[config.mk]
export PLATFORM = sky130hd
export DESIGN_NAME = weight_loader
export DESIGN_NICKNAME = d
export VERILOG_FILES = /design/src/rtl/weight_loader.sv
export SDC_FILE = /design/constraint.sdc
export NUM_CORES = 1
export LEC_CHECK = 0
export ABC_AREA = 1
export BUFFER_PORTS_ARGS = -buffer_cell sky130_fd_sc_hd__buf_2
export CAP_MARGIN = 20
export CORE_MARGIN = 1.5
export CORE_UTILIZATION = 52
export CTS_BUF_LIST = sky130_fd_sc_hd__clkbuf_8
export DETAILED_ROUTE_END_ITERATION = 6
export PLACE_DENSITY = 0.81
export SYNTH_ARGS = -nofsm -noshare
export SYNTH_HDL_FRONTEND = slang
export SYNTH_SLANG_ARGS = --single-unit
[constraint.sdc]
create_clock -name clk -period 1.97 [get_ports clk]
set_input_delay 0.197 -clock clk [delete_from_list [all_inputs] [get_ports clk]]
set_output_delay 0.197 -clock clk [all_outputs]
set_load 0.1 [all_outputs]
[src/rtl/weight_loader.sv]
// Weight loader: steers a column-major weight stream into the per-column buffers,
// then issues the read pulse train that starts the skewed readout into the array.
module weight_loader #(
   parameter int SYS_COLS   = 4,
   parameter int W_BITWIDTH = 8,
   parameter int ROWS       = 16
) (
   input  logic                           clk,
   input  logic                           rst,
   input  logic                           start,
   input  logic                           s_valid,
   output logic                           s_ready,
   input  logic [W_BITWIDTH-1:0]          s_data,
   input  logic                           s_last,
   output logic [SYS_COLS-1:0]            wr_en,
   output logic [SYS_COLS*W_BITWIDTH-1:0] wr_data,
   output logic                           read,
   output logic                           busy,
   output logic                           done,
   output logic                           err
);

   localparam int COL_W   = (SYS_COLS > 1) ? $clog2(SYS_COLS) : 1;
   localparam int ROW_W   = (ROWS > 1) ? $clog2(ROWS) : 1;
   localparam int CNT_MAX = (ROWS > SYS_COLS) ? ROWS : SYS_COLS;
   localparam int CNT_W   = $clog2(CNT_MAX + 1);

   localparam logic [COL_W-1:0] COL_LAST  = COL_W'(SYS_COLS - 1);
   localparam logic [ROW_W-1:0] ROW_LAST  = ROW_W'(ROWS - 1);
   localparam logic [CNT_W-1:0] READ_LAST = CNT_W'(ROWS - 1);
   localparam logic [CNT_W-1:0] SKEW_LAST = CNT_W'(SYS_COLS - 1);

   typedef enum logic [2:0] {
      S_IDLE,
      S_LOAD,
      S_SETTLE,
      S_READ,
      S_SKEW,
      S_DONE
   } state_t;

   state_t              state;
   logic [COL_W-1:0]    col;
   logic [ROW_W-1:0]    row;
   logic [CNT_W-1:0]    cnt;
   logic [SYS_COLS-1:0] col_onehot;
   logic                beat;
   logic                final_beat;

   assign s_ready    = (state == S_LOAD);
   assign busy       = (state != S_IDLE);
   assign beat       = s_valid & s_ready;
   assign final_beat = (col == COL_LAST) && (row == ROW_LAST);

   always_comb begin
      col_onehot = '0;
      for (int i = 0; i < SYS_COLS; i++)
         col_onehot[i] = (col == COL_W'(i));
   end

   // NOTE: all state and registered outputs use non-blocking assignments so every
   // branch below sees the pre-edge values of col/row/cnt regardless of order.
   always_ff @(posedge clk or posedge rst) begin
      if (rst) begin
         state   <= S_IDLE;
         col     <= '0;
         row     <= '0;
         cnt     <= '0;
         wr_en   <= '0;
         wr_data <= '0;
         read    <= 1'b0;
         done    <= 1'b0;
         err     <= 1'b0;
      end else begin
         wr_en <= '0;
         read  <= 1'b0;
         done  <= 1'b0;

         case (state)
            S_IDLE: begin
               if (start) begin
                  state <= S_LOAD;
                  col   <= '0;
                  row   <= '0;
                  err   <= 1'b0;
               end
            end

            S_LOAD: begin
               if (beat) begin
                  wr_en   <= col_onehot;
                  wr_data <= {SYS_COLS{s_data}};
                  if (final_beat) begin
                     state <= S_SETTLE;
                     if (!s_last) err <= 1'b1;
                  end else begin
                     // early s_last is a framing error, but the beat still lands
                     if (s_last) err <= 1'b1;
                     if (row == ROW_LAST) begin
                        row <= '0;
                        col <= col + COL_W'(1);
                     end else begin
                        row <= row + ROW_W'(1);
                     end
                  end
               end
            end

            S_SETTLE: begin
               state <= S_READ;
               cnt   <= '0;
               read  <= 1'b1;
            end

            S_READ: begin
               if (cnt == READ_LAST) begin
                  state <= S_SKEW;
                  cnt   <= '0;
               end else begin
                  cnt  <= cnt + CNT_W'(1);
                  read <= 1'b1;
               end
            end

            // column skew plus the buffer's own read latency
            S_SKEW: begin
               if (cnt == SKEW_LAST) begin
                  state <= S_DONE;
                  done  <= 1'b1;
               end else begin
                  cnt <= cnt + CNT_W'(1);
               end
            end

            S_DONE: state <= S_IDLE;

            default: state <= S_IDLE;
         endcase
      end
   end

endmodule
==> results by group <==
Run status
  • Status: completed

STA
  • Final number of max-transition violations: 0
  • Clk_skew: 3.47 ps
  • Fraction of the cycle the final worst path needs: around 93%
  • Worst Tran Pin Value: ~490 ps
  • Final TNS setup: 0 ps
  • Final Setup Violations: 0
  • Rel. slew slack: between 60% and 70%
  • Fin crit period: between 1500 and 2000 ps
  • Final hold vios: 0
  • Peak Freq: around 550 MHz
  • RSZ-0062 raised after global routing: no

Synthesis
  • Synth Area per Inst: 8.02 um^2
  • Syn Nets: about 230
  • Post-synth cell types: 21
  • Yosys top cell by area: dfrtp_1
  • #FFs+latches synth: 29
  • Dominant cells by area after synthesis: dfrtp_1, buf_4, nand2_1, nand3_1, ha_1
  • Share of Yosys cell area claimed by the top area cell type: a little over two fifths
  • Mapped cell area: between 1500 and 2000 um^2
  • Post-synthesis cell count: ~210
  • Yosys warns: 0
  • Ys async rst share: 100%
  • Post-synth EDFFs: 0
  • Top_reg_cell synth: dfrtp_1
  • Seq/Total Area, Yosys: approximately 43%

Worst setup path
  • Arr. time, crit path: approximately 1600 ps
  • Worst setup EP type: output pin
  • Launching element type of the critical path: flop
  • CP Max Fanout: 16
  • Worst EP required: 1770 ps
  • Slowest-stage cell, CP: buf_2
  • Largest stage delay, worst path: between 400 and 500 ps
  • Worst Reg-to-Reg Cells: 9
  • Critical-path cell list: nor2_2, nand2_2, clkinv_2, buf_2
  • Crit Path Class: flop to output pin

Routing
  • WL final: about 3.1 mm
  • DRT Pass-1 Iters: 4
  • Via/cell ratio: slightly below 5
  • DR DRC count: 0
  • Initial DRC Count: 58
  • Avg WL per Cell: between 10 and 15 um
  • Vias: ~1400
  • ANT nets after route: 0

Final layout
  • Share of cells above drive strength 1: ~30%
  • Area grow syn2layout: 13.1%
  • Nets: about 270
  • # diodes: 0

Run
  • Maximum capacitance violations: 0

Clocking
  • H-tree Lvls: 2
  • Post-CTS Setup Repair Bufs: 0
  • Clk_lat worst skew: roughly 280 ps
  • Clock Sinks: 29
  • # hold bufs at CTS: 1
  • CTS Root Cell: clkbuf_8
  • Post_cts resized: 0
  • Num CTS Buffers: 5
  • TritonCTS clock tree: done
  • Clock transition at path regs: 60 ps
  • Max Buffers Root-to-Sink: 2

Floorplan
  • Die area: roughly 3600 um^2
  • Core area: between 3000 and 4000 um^2
  • DIE WIDTH: 60.0 um
  • DIE HEIGHT: between 60 and 70 um
  • Rows: 20
  • Number of top-level pins: 54
  • Initial core utilization: between 50% and 60%

Placement
  • IO Port Bufs: between 50 and 60
  • DP Wirelength: between 2 and 2.5 mm
  • GPL Wtd Cong: 0.834

Global routing
  • Initial antenna violation count: 0
  • Vias in the first global route: 1230
  • Pin count of the biggest net entering global routing: 30
  • GRT Overall Usage: between 20% and 30%
  • Grt total ovfl: 0
  • First-pass GRT wire length: 5.17 mm

Hold path
  • Hold depth: 3
  • Worst hold path class: primary input to flop
[metrics by stage]
stage                     instance area [um^2]  cells  setup WS, ps  utilization (%)  hold WS, ps
after CTS                                 1910    289           121             62.2          135
after detailed placement                  1820    281           339             59.0          283
after global placement                    1820    281           419             59.0          283
after floorplan                           1690    211           400                -          275
final                                     1910    289           145             62.2          140
after global routing                      1910    289          29.0             62.2          159
[logic make-up after synthesis]
logic type / Yosys count / synth area share (%)
buffers and inverters: 50 / 16.9
xor gates and xnor gates: 1 / 0.518
and+or+nand+nor: 108 / 29.3
AOI/OAI and AO/OA: 15 / 4.44
DFF: 29 / 42.9
adders and majority gates: 8 / 5.92
[cell usage after synthesis, types with 4 or more instances]
library cell	instances
inv_1	20
ha_1	8
nor2_1	14
o21ai_1	5
nand3_1	24
nor2_2	5
nand4_1	6
nand2_2	4
buf_4	25
o21ai_0	7
nand2_1	49
dfrtp_1	29
[layer usage]
layer	track usage [%]	vias up	routed length (um)
li1	-	712	-
met1	22.1	630	1390
met2	33.7	43	1490
met3	6.93	7	182
met4	10.5	0	69
met5	0	-	0
[sequential cells by signal, summed over array words and instances, names as in the netlist]
signal   cells
cnt          5
col          2
done         1
err          1
read         1
row          4
state        3
wr_data      8
wr_en        4
[path summary, 6_finish.rpt]
path                          endpoint      start  slack (ps)
min in group asynchronous  wr_data[25]        rst         530
max in group asynchronous     wr_en[3]        rst        1170
setup reg to reg              state[0]     cnt[0]         280
hold / removal             wr_data[26]  s_data[2]         140
hold reg to reg                    err        err         480
setup / recovery               s_ready   state[2]         140
[worst max-delay path, delay by kind of cell, from the launching register on]
family	cells	cell delay (ps)
and+or+nand+nor	2	260
DFF	1	430
buffers and inverters	2	650
[cells in the final DEF (no fill, tap or decap), drive strengths merged]
cell type / Yosys / routed
a21oi: 3 / 3
buf: 28 / 54
clkbuf: 0 / 6
clkinv: 1 / 1
dfrtp: 29 / 29
dlygate4sd3: 0 / 1
ha: 8 / 8
inv: 21 / 22
nand2: 53 / 53
nand3: 24 / 24
nand4: 6 / 6
nor2: 21 / 21
nor3: 2 / 2
o21ai: 12 / 12
or2: 2 / 2
xor2: 1 / 1
[final cells by class]
| class | instances | area (um^2) |
|---|---|---|
| Sequential cell | 29 | 726 |
| Fill cell | 282 | 1160 |
| Timing Repair Buffer | 55 | 283 |
| Multi-Input combinational cell | 132 | 679 |
| Inverter | 22 | 83.8 |
| Clock buffer | 6 | 82.6 |
| Clock inverter | 1 | 3.75 |
| Tap cell | 44 | 55.1 |
Power is not shown: default switching activity piles up to over one toggle a cycle in this logic, so the estimate is an artifact.
